[src/rtl/mem_arb_pkg.sv]
// rtl/mem_arb_pkg.sv - shared types and default sizes for the I/D memory arbiter
package mem_arb_pkg;

  localparam int AW_DEF      = 16;
  localparam int DW_DEF      = 16;
  localparam int WORDS_DEF   = 8;
  localparam int LATENCY_DEF = 4;
  localparam int WORD_BITS   = $clog2(WORDS_DEF);

  typedef enum logic [2:0] {
    IDLE,
    FILL_I,
    FILL_D,
    WRITE_D,
    DRAIN
  } state_e;

  typedef enum logic {
    OWN_I,
    OWN_D
  } owner_e;

endpackage

[src/rtl/mem_arbiter_if.sv]
// rtl/mem_arbiter_if.sv - I-port, D-port and memory-side signals of the arbiter
interface mem_arbiter_if
  import mem_arb_pkg::*;
#(
  parameter int AW = AW_DEF,
  parameter int DW = DW_DEF,
  parameter int WB = WORD_BITS
) ();

  logic          i_req;
  logic [AW-1:0] i_addr;
  logic          i_grant;
  logic          i_valid;
  logic [WB-1:0] i_word;
  logic [DW-1:0] i_data;
  logic          i_done;

  logic          d_req;
  logic          d_wr;
  logic [AW-1:0] d_addr;
  logic [DW-1:0] d_wdata;
  logic          d_grant;
  logic          d_valid;
  logic [WB-1:0] d_word;
  logic [DW-1:0] d_data;
  logic          d_done;

  logic          mem_en;
  logic          mem_wr;
  logic [AW-1:0] mem_addr;
  logic [DW-1:0] mem_wdata;
  logic [DW-1:0] mem_rdata;

  // Arbiter side
  modport slave (
    input  i_req, i_addr, d_req, d_wr, d_addr, d_wdata, mem_rdata,
    output i_grant, i_valid, i_word, i_data, i_done,
    output d_grant, d_valid, d_word, d_data, d_done,
    output mem_en, mem_wr, mem_addr, mem_wdata
  );

  // Cache controllers plus memory side
  modport master (
    output i_req, i_addr, d_req, d_wr, d_addr, d_wdata, mem_rdata,
    input  i_grant, i_valid, i_word, i_data, i_done,
    input  d_grant, d_valid, d_word, d_data, d_done,
    input  mem_en, mem_wr, mem_addr, mem_wdata
  );

endinterface

[src/rtl/arb_ret_pipe.sv]
// rtl/arb_ret_pipe.sv - fixed-latency tracker of issued reads {valid, word, last}
module arb_ret_pipe #(
  parameter int LATENCY = 4,
  parameter int WB      = 3
) (
  input  logic          clk,
  input  logic          rst,
  input  logic          in_valid,
  input  logic [WB-1:0] in_word,
  input  logic          in_last,
  output logic          out_valid,
  output logic [WB-1:0] out_word,
  output logic          out_last
);

  logic [LATENCY-1:0] valid_q;
  logic [LATENCY-1:0] last_q;
  logic [WB-1:0]      word_q [LATENCY];

  always_ff @(posedge clk) begin
    if (rst) begin
      valid_q <= '0;
      last_q  <= '0;
      for (int i = 0; i < LATENCY; i++) word_q[i] <= '0;
    end else begin
      valid_q[0] <= in_valid;
      last_q[0]  <= in_last;
      word_q[0]  <= in_word;
      for (int i = 1; i < LATENCY; i++) begin
        valid_q[i] <= valid_q[i-1];
        last_q[i]  <= last_q[i-1];
        word_q[i]  <= word_q[i-1];
      end
    end
  end

  assign out_valid = valid_q[LATENCY-1];
  assign out_last  = valid_q[LATENCY-1] & last_q[LATENCY-1];
  assign out_word  = word_q[LATENCY-1];

endmodule

[src/rtl/mem_arbiter.sv]
// rtl/mem_arbiter.sv - round-robin arbiter sequencing I/D line fills and D write-throughs
module mem_arbiter
  import mem_arb_pkg::*;
#(
  parameter int AW      = AW_DEF,
  parameter int DW      = DW_DEF,
  parameter int WORDS   = WORDS_DEF,
  parameter int LATENCY = LATENCY_DEF
) (
  input logic          clk,
  input logic          rst,
  mem_arbiter_if.slave bus
);

  localparam int WB = $clog2(WORDS);

  state_e        state_q, state_d;
  owner_e        last_owner_q, last_owner_d;
  logic [AW-1:0] addr_q, addr_d;
  logic [DW-1:0] wdata_q, wdata_d;
  logic [WB-1:0] cnt_q, cnt_d;

  logic          issue;
  logic          is_write;
  logic          ret_valid;
  logic [WB-1:0] ret_word;
  logic          ret_last;
  logic [AW-1:0] fill_addr;

  always_ff @(posedge clk) begin
    if (rst) begin
      state_q      <= IDLE;
      last_owner_q <= OWN_I;
      addr_q       <= '0;
      wdata_q      <= '0;
      cnt_q        <= '0;
    end else begin
      state_q      <= state_d;
      last_owner_q <= last_owner_d;
      addr_q       <= addr_d;
      wdata_q      <= wdata_d;
      cnt_q        <= cnt_d;
    end
  end

  always_comb begin
    state_d      = state_q;
    last_owner_d = last_owner_q;
    addr_d       = addr_q;
    wdata_d      = wdata_q;
    cnt_d        = cnt_q;
    issue        = 1'b0;
    case (state_q)
      IDLE: begin
        cnt_d = '0;
        // On contention the port that did not own the last transaction wins
        if (bus.d_req && (!bus.i_req || last_owner_q == OWN_I)) begin
          last_owner_d = OWN_D;
          addr_d       = bus.d_addr;
          wdata_d      = bus.d_wdata;
          state_d      = bus.d_wr ? WRITE_D : FILL_D;
        end else if (bus.i_req) begin
          last_owner_d = OWN_I;
          addr_d       = bus.i_addr;
          state_d      = FILL_I;
        end
      end
      FILL_I, FILL_D: begin
        issue = 1'b1;
        cnt_d = cnt_q + 1'b1;
        if (cnt_q == WB'(WORDS - 1)) state_d = DRAIN;
      end
      WRITE_D: state_d = IDLE;
      DRAIN:   if (ret_last) state_d = IDLE;
      default: state_d = IDLE;
    endcase
  end

  arb_ret_pipe #(
    .LATENCY (LATENCY),
    .WB      (WB)
  ) u_ret_pipe (
    .clk       (clk),
    .rst       (rst),
    .in_valid  (issue),
    .in_word   (cnt_q),
    .in_last   (cnt_q == WB'(WORDS - 1)),
    .out_valid (ret_valid),
    .out_word  (ret_word),
    .out_last  (ret_last)
  );

  // Line-aligned base with the word counter spliced in at the 16-bit word stride
  assign fill_addr = {addr_q[AW-1:WB+1], cnt_q, 1'b0};
  assign is_write  = (state_q == WRITE_D);

  assign bus.mem_en    = issue | is_write;
  assign bus.mem_wr    = is_write;
  assign bus.mem_addr  = is_write ? addr_q : (issue ? fill_addr : '0);
  assign bus.mem_wdata = is_write ? wdata_q : '0;

  assign bus.i_grant = (state_q == FILL_I) | ((state_q == DRAIN) & (last_owner_q == OWN_I));
  assign bus.d_grant = (state_q == FILL_D) | is_write |
                       ((state_q == DRAIN) & (last_owner_q == OWN_D));

  assign bus.i_valid = ret_valid & (last_owner_q == OWN_I);
  assign bus.d_valid = ret_valid & (last_owner_q == OWN_D);
  assign bus.i_word  = ret_word;
  assign bus.d_word  = ret_word;
  assign bus.i_done  = ret_last & (last_owner_q == OWN_I);
  assign bus.d_done  = (ret_last & (last_owner_q == OWN_D)) | is_write;
  assign bus.i_data  = bus.mem_rdata;
  assign bus.d_data  = bus.mem_rdata;

endmodule

[src/flat_wrapper.sv]
// flat-port wrapper written by rule: the top's interface ports become plain ports
module mem_arbiter_flat import mem_arb_pkg::*;
#(
  parameter int AW      = AW_DEF,
  parameter int DW      = DW_DEF,
  parameter int WORDS   = WORDS_DEF,
  parameter int LATENCY = LATENCY_DEF
)
  (clk, rst, bus_i_req, bus_i_addr, bus_d_req, bus_d_wr, bus_d_addr, bus_d_wdata, bus_mem_rdata, bus_i_grant, bus_i_valid, bus_i_word, bus_i_data, bus_i_done, bus_d_grant, bus_d_valid, bus_d_word, bus_d_data, bus_d_done, bus_mem_en, bus_mem_wr, bus_mem_addr, bus_mem_wdata);
  mem_arbiter_if #(.AW(AW), .DW(DW), .WB(3)) bus_i ();
  input logic clk;
  input logic rst;
  input wire logic [$bits(bus_i.i_req)-1:0] bus_i_req;
  input wire logic [$bits(bus_i.i_addr)-1:0] bus_i_addr;
  input wire logic [$bits(bus_i.d_req)-1:0] bus_d_req;
  input wire logic [$bits(bus_i.d_wr)-1:0] bus_d_wr;
  input wire logic [$bits(bus_i.d_addr)-1:0] bus_d_addr;
  input wire logic [$bits(bus_i.d_wdata)-1:0] bus_d_wdata;
  input wire logic [$bits(bus_i.mem_rdata)-1:0] bus_mem_rdata;
  output wire logic [$bits(bus_i.i_grant)-1:0] bus_i_grant;
  output wire logic [$bits(bus_i.i_valid)-1:0] bus_i_valid;
  output wire logic [$bits(bus_i.i_word)-1:0] bus_i_word;
  output wire logic [$bits(bus_i.i_data)-1:0] bus_i_data;
  output wire logic [$bits(bus_i.i_done)-1:0] bus_i_done;
  output wire logic [$bits(bus_i.d_grant)-1:0] bus_d_grant;
  output wire logic [$bits(bus_i.d_valid)-1:0] bus_d_valid;
  output wire logic [$bits(bus_i.d_word)-1:0] bus_d_word;
  output wire logic [$bits(bus_i.d_data)-1:0] bus_d_data;
  output wire logic [$bits(bus_i.d_done)-1:0] bus_d_done;
  output wire logic [$bits(bus_i.mem_en)-1:0] bus_mem_en;
  output wire logic [$bits(bus_i.mem_wr)-1:0] bus_mem_wr;
  output wire logic [$bits(bus_i.mem_addr)-1:0] bus_mem_addr;
  output wire logic [$bits(bus_i.mem_wdata)-1:0] bus_mem_wdata;
  assign bus_i.i_req = bus_i_req;
  assign bus_i.i_addr = bus_i_addr;
  assign bus_i.d_req = bus_d_req;
  assign bus_i.d_wr = bus_d_wr;
  assign bus_i.d_addr = bus_d_addr;
  assign bus_i.d_wdata = bus_d_wdata;
  assign bus_i.mem_rdata = bus_mem_rdata;
  assign bus_i_grant = bus_i.i_grant;
  assign bus_i_valid = bus_i.i_valid;
  assign bus_i_word = bus_i.i_word;
  assign bus_i_data = bus_i.i_data;
  assign bus_i_done = bus_i.i_done;
  assign bus_d_grant = bus_i.d_grant;
  assign bus_d_valid = bus_i.d_valid;
  assign bus_d_word = bus_i.d_word;
  assign bus_d_data = bus_i.d_data;
  assign bus_d_done = bus_i.d_done;
  assign bus_mem_en = bus_i.mem_en;
  assign bus_mem_wr = bus_i.mem_wr;
  assign bus_mem_addr = bus_i.mem_addr;
  assign bus_mem_wdata = bus_i.mem_wdata;
  mem_arbiter #(.AW(AW), .DW(DW), .WORDS(WORDS), .LATENCY(LATENCY)) u_core (.clk(clk), .rst(rst), .bus(bus_i));
endmodule
[config.mk]
export PLATFORM = sky130hd
export DESIGN_NAME = mem_arbiter_flat
export DESIGN_NICKNAME = d
export VERILOG_FILES = /design/src/rtl/mem_arb_pkg.sv /design/src/rtl/mem_arbiter_if.sv /design/src/rtl/arb_ret_pipe.sv /design/src/rtl/mem_arbiter.sv /design/src/flat_wrapper.sv
export SDC_FILE = /design/constraint.sdc
export NUM_CORES = 1
export LEC_CHECK = 0
export ABC_AREA = 1
export CORE_ASPECT_RATIO = 1.2
export CORE_MARGIN = 3
export CORE_UTILIZATION = 35
export CTS_CLUSTER_DIAMETER = 120
export DETAILED_ROUTE_END_ITERATION = 8
export PLACE_DENSITY_LB_ADDON = 0.12
export SKIP_CTS_REPAIR_TIMING = 1
export SYNTH_ARGS = -nofsm -noshare
export SYNTH_HDL_FRONTEND = slang
export SYNTH_SLANG_ARGS = --single-unit
[constraint.sdc]
create_clock -name clk -period 4 [get_ports clk]
set_clock_uncertainty 0.2 [all_clocks]
set_input_delay 0.8 -clock clk [delete_from_list [all_inputs] [get_ports clk]]
set_output_delay 0.8 -clock clk [all_outputs]
set_load 0.1 [all_outputs]
### Word-level counts from Yosys, hierarchy flattened

Memory sizes are Yosys's and may differ from the RTL's.
Cells that the tools add are included.

| word-level totals | value |
|---|---|
| register bits | 47 |
| memory bits (writable) | 12 |
| input port bits | 69 |
| output and inout bits | 78 |
| word-level logic and storage cells | 66 |
| memories | 1 |

| operators by class | value |
|---|---|
| add/subtract/negate cells | 1 |
| equality and inequality tests | 8 |
| multiplexer cells | 22 |
| bitwise gates (word level) | 17 |
| reduce and logical (&&, ||, !) cells | 10 |

Memory list:

| memory | words | width | read ports | clocked after memory_dff | wr ports | line | RTL |
|---|---|---|---|---|---|---|---|
| u_core.u_ret_pipe.word_q | 4 | 3 | 4 | 0 | 4 | arb_ret_pipe.sv:18 | `logic [WB-1:0] word_q [LATENCY];` |

Operator list:

| kind | number |
|---|---|
| $mux W16 | 5 |
| $mux W3 | 8 |
| $or A1 B1 Y1 | 9 |
| $pmux W3 S3 | 1 |
| $and A1 B1 Y1 | 7 |
| $mux W1 | 7 |
| $eq A3 B2 Y1 const B | 2 |
| $eq A3 B3 Y1 const B | 2 |
| $pmux W3 S2 | 1 |
| $reduce_and A2 Y1 | 2 |
| $reduce_bool A2 Y1 | 2 |
| $add A3 B1 Y3 const B | 1 |
| $eq A3 B1 Y1 const B | 1 |
| $logic_not A3 Y1 | 1 |
| $ne A3 B2 Y1 const B | 1 |
| $reduce_and A3 Y1 | 1 |
| $ne A2 B1 Y1 const B | 1 |
| $ne A2 B2 Y1 const B | 1 |
| $reduce_or A2 Y1 | 1 |
| $logic_and A1 B1 Y1 | 1 |
| $logic_not A1 Y1 | 1 |
| $logic_or A1 B1 Y1 | 1 |
| $not A1 Y1 | 1 |

### Longest topological paths before layout

| logic depth | value |
|---|---|
| depth after elaboration | 5 |
| gate-level depth with buffers | 7 |
| gate-level depth less buffers | 7 |

### Hierarchy

From an unflattened synthesis, not the netlist that was laid out.

| second synthesis, totals | value |
|---|---|
| cells, all modules | 399 |
| area total of the unflattened synthesis | 2976.6 µm² |

By module, submodules not included:

| module | instances | cells each | area each (µm²) | seq. area each (µm²) |
|---|---|---|---|---|
| mem_arbiter | 1 | 332 | 2373.5 | 780.7 |
| arb_ret_pipe | 1 | 67 | 603.1 | 400.4 |

### Worst setup path after synthesis

No wires, ideal clock.

| timing path | value |
|---|---|
| kind | reg2out |
| start point | register u_core.state_q[0] |
| end point | output port bus_mem_addr[10] |
| data arrival time | 3510 ps |
| data required time | 3000 ps |
| path slack | -510 ps |
| cell stages (with the launch flop) | 6 |
| buffers on the path | 1 |
| cell sequence | dfxtp_1 > nor2_8 > nor2_1 > inv_1 > buf_2 > nor2_1 |

| on the way | value |
|---|---|
| longest elaborated chain between the ends | 5 |
| elaborated cells on any way between the ends | 7 |

Ends and longest elaborated chain:

| element | line | RTL |
|---|---|---|
| start: declaration | mem_arbiter.sv:17 | `state_e state_q, state_d;` |
| start signal: assignment | mem_arbiter.sv:38 | `state_q <= state_d;` |
| $eq A3 B2 Y1 or $eq A3 B1 Y1 (tied branches) | mem_arbiter.sv:53 | `case (state_q)` |
| $reduce_or A2 Y1 | mem_arbiter.sv:53 |  |
| $mux W1 | mem_arbiter.sv:53 |  |
| $mux W16 | mem_arbiter.sv:99 | `assign bus.mem_addr = is_write ? addr_q : (issue ? fill_addr : '0);` |
| $mux W16 * | mem_arbiter.sv:99 |  |
| end: declaration | flat_wrapper.sv:32 | `output wire logic [$bits(bus_i.mem_addr)-1:0] bus_mem_addr;` |

Mark *: on every way between the ends. The rest lies on a longest branch, timed or not.

### Worst setup path after layout

| timing path | value |
|---|---|
| start point | register u_core.last_owner_q |
| end point | output port bus_d_valid |

| on the way | value |
|---|---|
| longest elaborated chain between the ends | 1 |

Ends and longest elaborated chain:

| element | line | RTL |
|---|---|---|
| start: declaration | mem_arbiter.sv:18 | `owner_e last_owner_q, last_owner_d;` |
| start signal: assignment | mem_arbiter.sv:39 | `last_owner_q <= last_owner_d;` |
| $and A1 B1 Y1 | mem_arbiter.sv:107 | `assign bus.d_valid = ret_valid & (last_owner_q == OWN_D);` |
| end: declaration | flat_wrapper.sv:26 | `output wire logic [$bits(bus_i.d_valid)-1:0] bus_d_valid;` |

Every way passes these cells.

==> summary.md <==
| Metric | Value |
|---|---|
| Sequential Area | 1180 µm² |
| Endpoint type of the worst setup path | output pin |
| Worst reg-to-reg path cell count | 5 |
| CTS tree | done |
| Syn Area/Cell | 7.26 µm² |
| Worst hold slack | 0.200 ns |
| Vias | 2,419 |
| Peak supply drop | 0.000323 V |
| Die ar. | 9230 µm² |
| PortBufs | 98 |
| Total grt overflow | 0 |
| Core Rows | 35 |
| Total negative slack | 0 ns |
| RSZ-0062 raised after global routing | no |
| CTS Root Cell | clkbuf_8 |
| Main combinational cell family by area after synthesis | buffers and inverters |
| Number of routed nets with antenna violations | 0 |
| Most frequent cells in the layout | inv_1, clkdlybuf4s50_1, nor2_1, dfxtp_1, nand2_1 |
| Placer Congestion | 0.757 |
| Die width | 88.2 µm |
| HP Class | reg -> reg |
| Mux cell area share after synthesis | 0 |
| Die H | 105 µm |
| Simple-Gate Fraction of Synth Area | 0.196 |
| Setup-failing EPs final | 0 |
| Number of global-route vias before repair | 2,257 |
| Seq/Total Area, Yosys | 0.416 |
| CP max FO | 7 |
| DP Cell Count | 531 |
| Drt pass-1 iters | 4 |
| Total Routing Usage GR | 0.137 |
| Core area | 7790 µm² |
| Count of cell types in the netlist | 26 |
| Headroom to the max-slew limit | 0.343 |
| Overall power | 2.59 mW |
| TritonCTS buffer count | 9 |
| Gate Count Post-Synth | 391 |
| Commonest non-fill, non-tap cell in the layout | inv_1 |
| Num Clock Sinks | 59 |
| # diodes | 0 |
| Final std cells w/o fill | 547 |
| Hold path cells | 2 |
| Starting Density | 0.364 |
| WP data required | 3.00 ns |
| HPWL after DPL | 4.34 mm |
| WS Path Type | reg -> out |
| Clock tree buffer depth | 2 |
| Via-to-Cell Ratio | 4.42 |
| Largest net degree at the start of global routing | 37 |
| Final hold violations | 0 |
| Post-Route WL | 6.08 mm |
| P&R area growth vs syn | 30.8% |
| Slew @ Worst Pin | 0.983 ns |
| WL per Instance | 11.1 µm |
| Yosys warning count | 0 |
| Synth Area in Compound Gates | 0.146 |
| Nets | 521 |
| Max Fclk | 326 MHz |
| CP Launch Type | flop |
| #FFs+latches synth | 59 |
| Fillers | 811 |
| # DRC | 0 |
| Pwr Density | 697 nW/µm² |
| Skew-Pair Late Insertion Delay | 0.33 ns |
| First-pass GRT wire length | 10.1 mm |
| Status | finished, final reports clean |
| Max cap viols | 0 |
| Max Slew Vio Count | 0 |
| Initial drt markers | 72 |
| Crit path time final | 3.07 ns |
| Post-synthesis adder-cell area fraction | 0.00881 |
| Share of cells above drive strength 1 | 0.138 |
| CP arrival | 2.07 ns |
| XOR/XNOR share of the synthesized area | 0 |
| Clock-pin slew on the worst setup and hold paths | 0.07 ns |
| Initial antenna violation count | 0 |
| Crit share post-route | 0.768 |
| I/O pin count | 147 |
| Post-Syn Nets | 462 |
| Leak | 1.61 nW |
| Htree depth | 3 |
| Area of the multi-input gates | 997 µm² |
| Netlist Area Pre-Place | 2840 µm² |
-- metal layers --
layer  GRT usage  up-vias  wire, µm
met5           0        -         0
met4      0.0691        0       122
met3      0.0528       12       547
met2       0.214       82      2740
met1       0.160     1045      2670
li1            -     1280         -
-- cells in the mapped netlist --
cell type	number	area share
nor2_4	1	0.0040
nor2_1	60	0.079
dfxtp_1	59	0.42
inv_1	74	0.098
inv_2	1	0.0013
buf_1	3	0.0040
nor2_8	2	0.014
inv_6	1	0.0031
ha_1	2	0.0088
nand3_1	6	0.011
inv_4	1	0.0022
buf_2	7	0.012
nand2_4	1	0.0040
o21ai_0	22	0.039
o22ai_1	1	0.0022
o211ai_1	16	0.042
o21ai_1	1	0.0018
nor2_2	1	0.0022
nand2_1	56	0.074
buf_6	2	0.0079
buf_12	1	0.0071
a22oi_1	1	0.0026
clkbuf_1	2	0.0026
a21oi_1	33	0.058
buf_4	36	0.095
nand4_4	1	0.0075
-- logic make-up (layout without fill, tap and decap cells) --
| group | Yosys count | count (layout) |
|---|---|---|
| flops | 59 | 59 |
| buf+inv | 128 | 192 |
| compound gates | 74 | 74 |
| simple gates | 128 | 128 |
| fa+ha+maj | 2 | 2 |
-- sequential cells by signal (all words and copies together), names as in the netlist --
name and cells:
u_core.last_owner_q 1, u_core.u_ret_pipe.last_q 4, u_core.wdata_q 16, u_core.u_ret_pipe.word_q 12
u_core.cnt_q 3, u_core.state_q 3, u_core.u_ret_pipe.valid_q 4, u_core.addr_q 16
-- stage by stage --
stage	setup WS, ns	cell area (µm²)	util
finish	0.929	3710	0.476
detailed placement	1.14	3490	0.447
global placement	1.15	3490	0.447
global route	0.825	3710	0.476
CTS	0.890	3710	0.476
floorplan	0.0261	2840	-
-- final cells by class --
cell class,count,share of cell area
Tap cell,92,0.0310
Clock inverter,4,0.0195
Clock buffer,12,0.0418
Multi-Input combinational cell,204,0.269
Inverter,77,0.0799
Timing Repair Buffer,99,0.241
Sequential cell,59,0.318
-- worst max-delay path, stage by stage (launching register included) --
cell and delay (ns):
dfxtp_1 0.48, nand2_1 0.08, inv_1 0.06, clkdlybuf4s50_1 1.12
-- where the power goes --
part	total (mW)	internal (mW)	switching (mW)
clock network	0.613	0.384	0.229
registers	0.814	0.731	0.0832
logic	1.16	0.303	0.857
-- final timing paths --
path / end / startpoint / slack, ns
min: u_core.u_ret_pipe.word_q[1][1] / u_core.u_ret_pipe.word_q[0][1] / 0.20
max reg2reg: u_core.addr_q[1] / u_core.last_owner_q / 1.91
max: bus_d_valid / u_core.last_owner_q / 0.93
min reg2reg: u_core.u_ret_pipe.word_q[1][1] / u_core.u_ret_pipe.word_q[0][1] / 0.20
Power figures use the tool's default switching activity.
